**config.mk**
```make
export PLATFORM = sky130hd
export DESIGN_NAME = mem_scan_viewer
export DESIGN_NICKNAME = d
export VERILOG_FILES = /design/src/rtl/mem_scan_pkg.sv /design/src/rtl/scan_tick_gen.sv /design/src/rtl/mem_scan_viewer.sv
export SDC_FILE = /design/constraint.sdc
export NUM_CORES = 1
export LEC_CHECK = 0
export BUFFER_PORTS_ARGS = -buffer_cell sky130_fd_sc_hd__buf_2
export CELL_PAD_IN_SITES_DETAIL_PLACEMENT = 0
export CELL_PAD_IN_SITES_GLOBAL_PLACEMENT = 2
export CORE_ASPECT_RATIO = 0.5
export CORE_MARGIN = 2
export CORE_UTILIZATION = 40
export DETAILED_ROUTE_END_ITERATION = 16
export GPL_TIMING_DRIVEN = 0
export PLACE_DENSITY = 0.79
export SYNTH_ARGS = -nofsm -noshare
export SYNTH_HDL_FRONTEND = slang
export SYNTH_HIERARCHICAL = 1
export SYNTH_SLANG_ARGS = --single-unit
```
**constraint.sdc**
```tcl
create_clock -name clk -period 6.53 [get_ports clk]
set_input_delay 1.306 -clock clk [delete_from_list [all_inputs] [get_ports clk]]
set_output_delay 1.306 -clock clk [all_outputs]
set_load 0.1 [all_outputs]
```
**src/rtl/mem_scan_pkg.sv**
```systemverilog
// Shared types for mem_scan_viewer: scan modes and controller states.
package mem_scan_pkg;

    typedef enum logic [1:0] {
        MODE_RUN  = 2'b00,
        MODE_HOLD = 2'b01,
        MODE_STEP = 2'b10,
        MODE_RSVD = 2'b11
    } scan_mode_t;

    typedef enum logic {
        ST_CLEAR = 1'b0,
        ST_SCAN  = 1'b1
    } ctrl_state_t;

endpackage

```
**src/rtl/scan_tick_gen.sv**
```systemverilog
// Free-running divider: tick pulses for one cycle every TICK_MAX+1 clocks.
module scan_tick_gen #(
    parameter int unsigned TICK_MAX = 33554431
) (
    input  logic clk,
    input  logic reset,
    output logic tick
);

    localparam int CNT_W = (TICK_MAX > 0) ? $clog2(TICK_MAX + 1) : 1;
    localparam logic [CNT_W-1:0] CNT_MAX = CNT_W'(TICK_MAX);

    logic [CNT_W-1:0] count;

    assign tick = (count == CNT_MAX);

    // NOTE: state is updated with <= so every flop samples pre-edge values.
    always_ff @(posedge clk) begin
        if (reset) begin
            count <= '0;
        end else if (tick) begin
            count <= '0;
        end else begin
            count <= count + CNT_W'(1);
        end
    end

endmodule

```
**src/rtl/mem_scan_viewer.sv**
```systemverilog
// Dual-port memory viewer with an auto-scanning read pointer (RUN/HOLD/STEP).
// Define MEM_CLEAR_EN to zero the memory after reset before scanning starts.
module mem_scan_viewer
    import mem_scan_pkg::*;
#(
    parameter int          DATA_W   = 4,
    parameter int          DEPTH    = 32,
    parameter int          ADDR_W   = 5,
    parameter int unsigned TICK_MAX = 33554431
) (
    input  logic              clk,
    input  logic              reset,
    input  logic              wr_en,
    input  logic [ADDR_W-1:0] wr_addr,
    input  logic [DATA_W-1:0] wr_data,
    input  logic [1:0]        mode,
    input  logic              step_in,
    output logic [ADDR_W-1:0] scan_addr,
    output logic [DATA_W-1:0] scan_data,
    output logic              scan_valid,
    output logic              wr_hit
);

    localparam logic [ADDR_W:0]   DEPTH_L   = (ADDR_W + 1)'(DEPTH);
    localparam logic [ADDR_W-1:0] LAST_ADDR = ADDR_W'(DEPTH - 1);

    logic [DATA_W-1:0] mem [DEPTH];
    logic [ADDR_W-1:0] rd_ptr;
    logic              step_q;
    logic              step_rise;
    logic              tick;
    logic              advance;
    logic              clearing;
    logic [ADDR_W-1:0] clr_addr;
    logic              ext_we;
    logic              collision;
    logic              mem_we;
    logic [ADDR_W-1:0] mem_waddr;
    logic [DATA_W-1:0] mem_wdata;

    scan_tick_gen #(.TICK_MAX(TICK_MAX)) u_tick (
        .clk   (clk),
        .reset (reset),
        .tick  (tick)
    );

`ifdef MEM_CLEAR_EN
    ctrl_state_t       state;
    ctrl_state_t       state_next;
    logic [ADDR_W-1:0] clr_ptr;

    always_ff @(posedge clk) begin
        if (reset) begin
            state <= ST_CLEAR;
        end else begin
            state <= state_next;
        end
    end

    always_comb begin
        state_next = state;
        if (state == ST_CLEAR && clr_ptr == LAST_ADDR) begin
            state_next = ST_SCAN;
        end
    end

    always_comb begin
        clearing = (state == ST_CLEAR);
    end

    // Reset during CLEAR restarts the sweep from address 0.
    always_ff @(posedge clk) begin
        if (reset || !clearing) begin
            clr_ptr <= '0;
        end else if (clr_ptr != LAST_ADDR) begin
            clr_ptr <= clr_ptr + ADDR_W'(1);
        end
    end

    assign clr_addr = clr_ptr;
`else
    assign clearing = 1'b0;
    assign clr_addr = '0;
`endif

    assign step_rise = step_in & ~step_q;

    // NOTE: every always_comb output gets a default first so no latch is inferred.
    always_comb begin
        advance = 1'b0;
        case (scan_mode_t'(mode))
            MODE_RUN:  advance = tick;
            MODE_STEP: advance = step_rise;
            default:   advance = 1'b0;
        endcase
        if (clearing) begin
            advance = 1'b0;
        end
    end

    always_ff @(posedge clk) begin
        if (reset) begin
            rd_ptr <= '0;
            step_q <= 1'b0;
        end else begin
            step_q <= step_in;
            if (clearing) begin
                rd_ptr <= '0;
            end else if (advance) begin
                rd_ptr <= (rd_ptr == LAST_ADDR) ? '0 : rd_ptr + ADDR_W'(1);
            end
        end
    end

    // Out-of-range writes are dropped; the clear sweep owns the port while active.
    assign ext_we    = wr_en && ({1'b0, wr_addr} < DEPTH_L) && !clearing;
    assign collision = ext_we && (wr_addr == rd_ptr);
    assign mem_we    = ext_we || clearing;
    assign mem_waddr = clearing ? clr_addr : wr_addr;
    assign mem_wdata = clearing ? '0 : wr_data;

    // NOTE: the array has no reset branch so it can map onto block RAM.
    always_ff @(posedge clk) begin
        if (mem_we) begin
            mem[mem_waddr] <= mem_wdata;
        end
    end

    // Write-first bypass keeps scan_data consistent with the write just made.
    always_ff @(posedge clk) begin
        if (reset) begin
            scan_addr  <= '0;
            scan_data  <= '0;
            scan_valid <= 1'b0;
            wr_hit     <= 1'b0;
        end else begin
            scan_addr  <= rd_ptr;
            scan_data  <= collision ? wr_data : mem[rd_ptr];
            scan_valid <= !clearing;
            wr_hit     <= collision;
        end
    end

endmodule
```
==> out/results.txt <==
outcome: finished, final reports clean
Worst setup SP type: input port
Setup violations, final: 0
Max Freq: 0.385 GHz
total power: 2.24 mW
min-delay worst type: flip-flop to flip-flop
antenna-violating nets left: 0
Final Hold Fails: 0
drc violations: 0
Slowest-stage cell, CP: clkbuf_1
clk_skew: 13.8 ps
Vias: 3959
most used flip-flop cell after synthesis: edfxtp_1
Netlist cell types: 49
hold slack: 482 ps
Synth warnings: 6
post-DR vias/cell: 5.26
most frequent cells in the layout: edfxtp_1, nor2_1, dfxtp_1
total gr overflow: 0
CP max FO: 9
WL final: 14200 um
GP Congestion: 0.709
crit-path leading delay family: simple AND/OR/NAND/NOR gates
GRT Overall Usage: 0.162
# IOs: 26
crit end category: flip-flop
maximum VDD drop: 0.145 mV
Crit Path Class: input port to flip-flop
fin crit period: 2600 ps
max_cap viols: 0
DR WL/cell: 18.8 um
post-cts sizing count: 0
worst endpoint required time: 6860 ps
asr flop ratio synth: 0
CTS root buf: clkbuf_16
Period Utilization, post-route: 0.398
Synth Cell Area: 6980 um^2
Final nets: 523
global-route wire length before repair: 22200 um
initial antenna violation count: 0
largest area contributor in the netlist: edfxtp_1
Initial Utilization: 0.405
Pleak: 2.55 nW
synth top area cells: edfxtp_1, dfxtp_1, mux4_2, nor2_1, mux4_1
most common cell after layout, fill and taps aside: edfxtp_1
Place WS: 3590 ps
share of the synthesized area in the top cell type: 0.550
fraction of layout cells with a size suffix above 1: 0.195
row count: 34
Die H: 97.4 um
Crit path largest cell delay: 430 ps
Final Instance Area: 7960 um^2
Non-Filler Instances: 752
Finished Core Util: 0.462
clock slew at reported path FFs: 70 ps
die area: 18600 um^2
power density cells: 282 nW/um^2
Clock Sink Count: 170
DRT Pass-1 Iters: 5
DRT iter0 DRCs: 293
Die Width: 191 um
final setup margin: 3930 ps
CTS Hold Bufs: 0
Slew headroom: 0.542
Avg Synthesized Cell Area: 15.0 um^2
CTS Buf Count: 17
arrival time worst endpoint: 2930 ps
diode count: 0
placed insts: 720
worst-margin pin slew: 688 ps
Clock H-tree levels: 4
crit path cell chain: clkbuf_1 > xor2_1 > nor4_1 > and3_1 > nand2_1 > o221ai_2
HPWL Detailed: 9330 um
maximum clock path buffer count: 2
register area share after synthesis: 0.671
RSZ-0062 raised after global routing: false
core area: 17200 um^2
Post-synth EDFFs: 128
Syn Inst Count: 464
largest net degree at the start of global routing: 34
setup TNS: 0 ps
CP bufs+invs: 1
post-synthesis register bit count: 170
CTS tree: built
Post-DP Area: 7390 um^2
Post-CTS Setup Inserts: 0
latest clock arrival within the worst-skew pair: 420 ps
max-slew violations: 0
Area Growth Syn to Fin: 14.0%
number of global-route vias before repair: 3887
Net Count, Synth: 482
# port buffers: 22
cell type report:
type | count | area (um^2)
fillers | 1530 | 9270
flip-flops and latches | 170 | 4680
multi-input cells | 256 | 2110
clock buffers | 17 | 425
well taps | 234 | 293
clock inverters | 15 | 148
plain buffers | 22 | 124
repair buffers | 22 | 110
inverters | 16 | 60.1
worst paths after layout:
check	from	slack, ps	cells after the start	endpoint
setup reg to reg	u_tick/count[0]$_SDFF_PP0_	4000	9	rd_ptr[2]$_SDFFE_PP0P_
hold / removal	u_tick/count[0]$_SDFF_PP0_	480	1	u_tick/count[0]$_SDFF_PP0_
setup / recovery	wr_addr[4]	3930	6	scan_data[1]$_SDFF_PP0_
hold reg to reg	u_tick/count[0]$_SDFF_PP0_	480	1	u_tick/count[0]$_SDFF_PP0_
cells in the mapped netlist (4+ instances only):
library cell / instances
o211ai_1: 4
clkbuf_1: 9
mux2i_1: 10
dfxtp_1: 42
o21ai_1: 4
o21ai_0: 9
or3_1: 9
a21oi_1: 11
nor3_1: 7
nand4_1: 9
nand3b_1: 7
mux2_2: 6
nand2_1: 10
mux4_1: 5
o221ai_2: 4
mux4_2: 23
inv_1: 11
nor4_1: 5
nor2_1: 60
xor2_1: 6
xnor2_1: 13
edfxtp_1: 128
nand3_1: 8
nor2b_1: 7
buf_2: 8
clkinv_1: 4
mux2_1: 7
state kept, by name, indices dropped and copies added, names as in the netlist:
| signal | count |
|---|---|
| u_tick/count | 25 |
| wr_hit | 1 |
| step_q | 1 |
| rd_ptr | 5 |
| scan_addr | 5 |
| mem | 128 |
| scan_valid | 1 |
| scan_data | 4 |
cells by family (layout without fill, tap and decap cells):
group | count (synthesis) | after routing | synth area share
compound gates | 45 | 45 | 0.0448
mux | 51 | 51 | 0.128
xor+xnor | 19 | 19 | 0.0238
fa+ha+maj | 3 | 3 | 0.00538
flops | 170 | 170 | 0.671
simple gates | 138 | 138 | 0.101
buf+inv | 38 | 92 | 0.0263
where the power goes:
part	internal [mW]	switching, mW
registers	1.17	0.00462
logic	0.0289	0.0629
clock network	0.508	0.463
metal layers:
metal / GRT usage / routed length, um
met1: 0.218 / 6510
met3: 0.0394 / 560
met5: 0 / 0
met4: 0.0447 / 132
met2: 0.262 / 6970
Note: power is estimated with default switching activity, not from simulation.
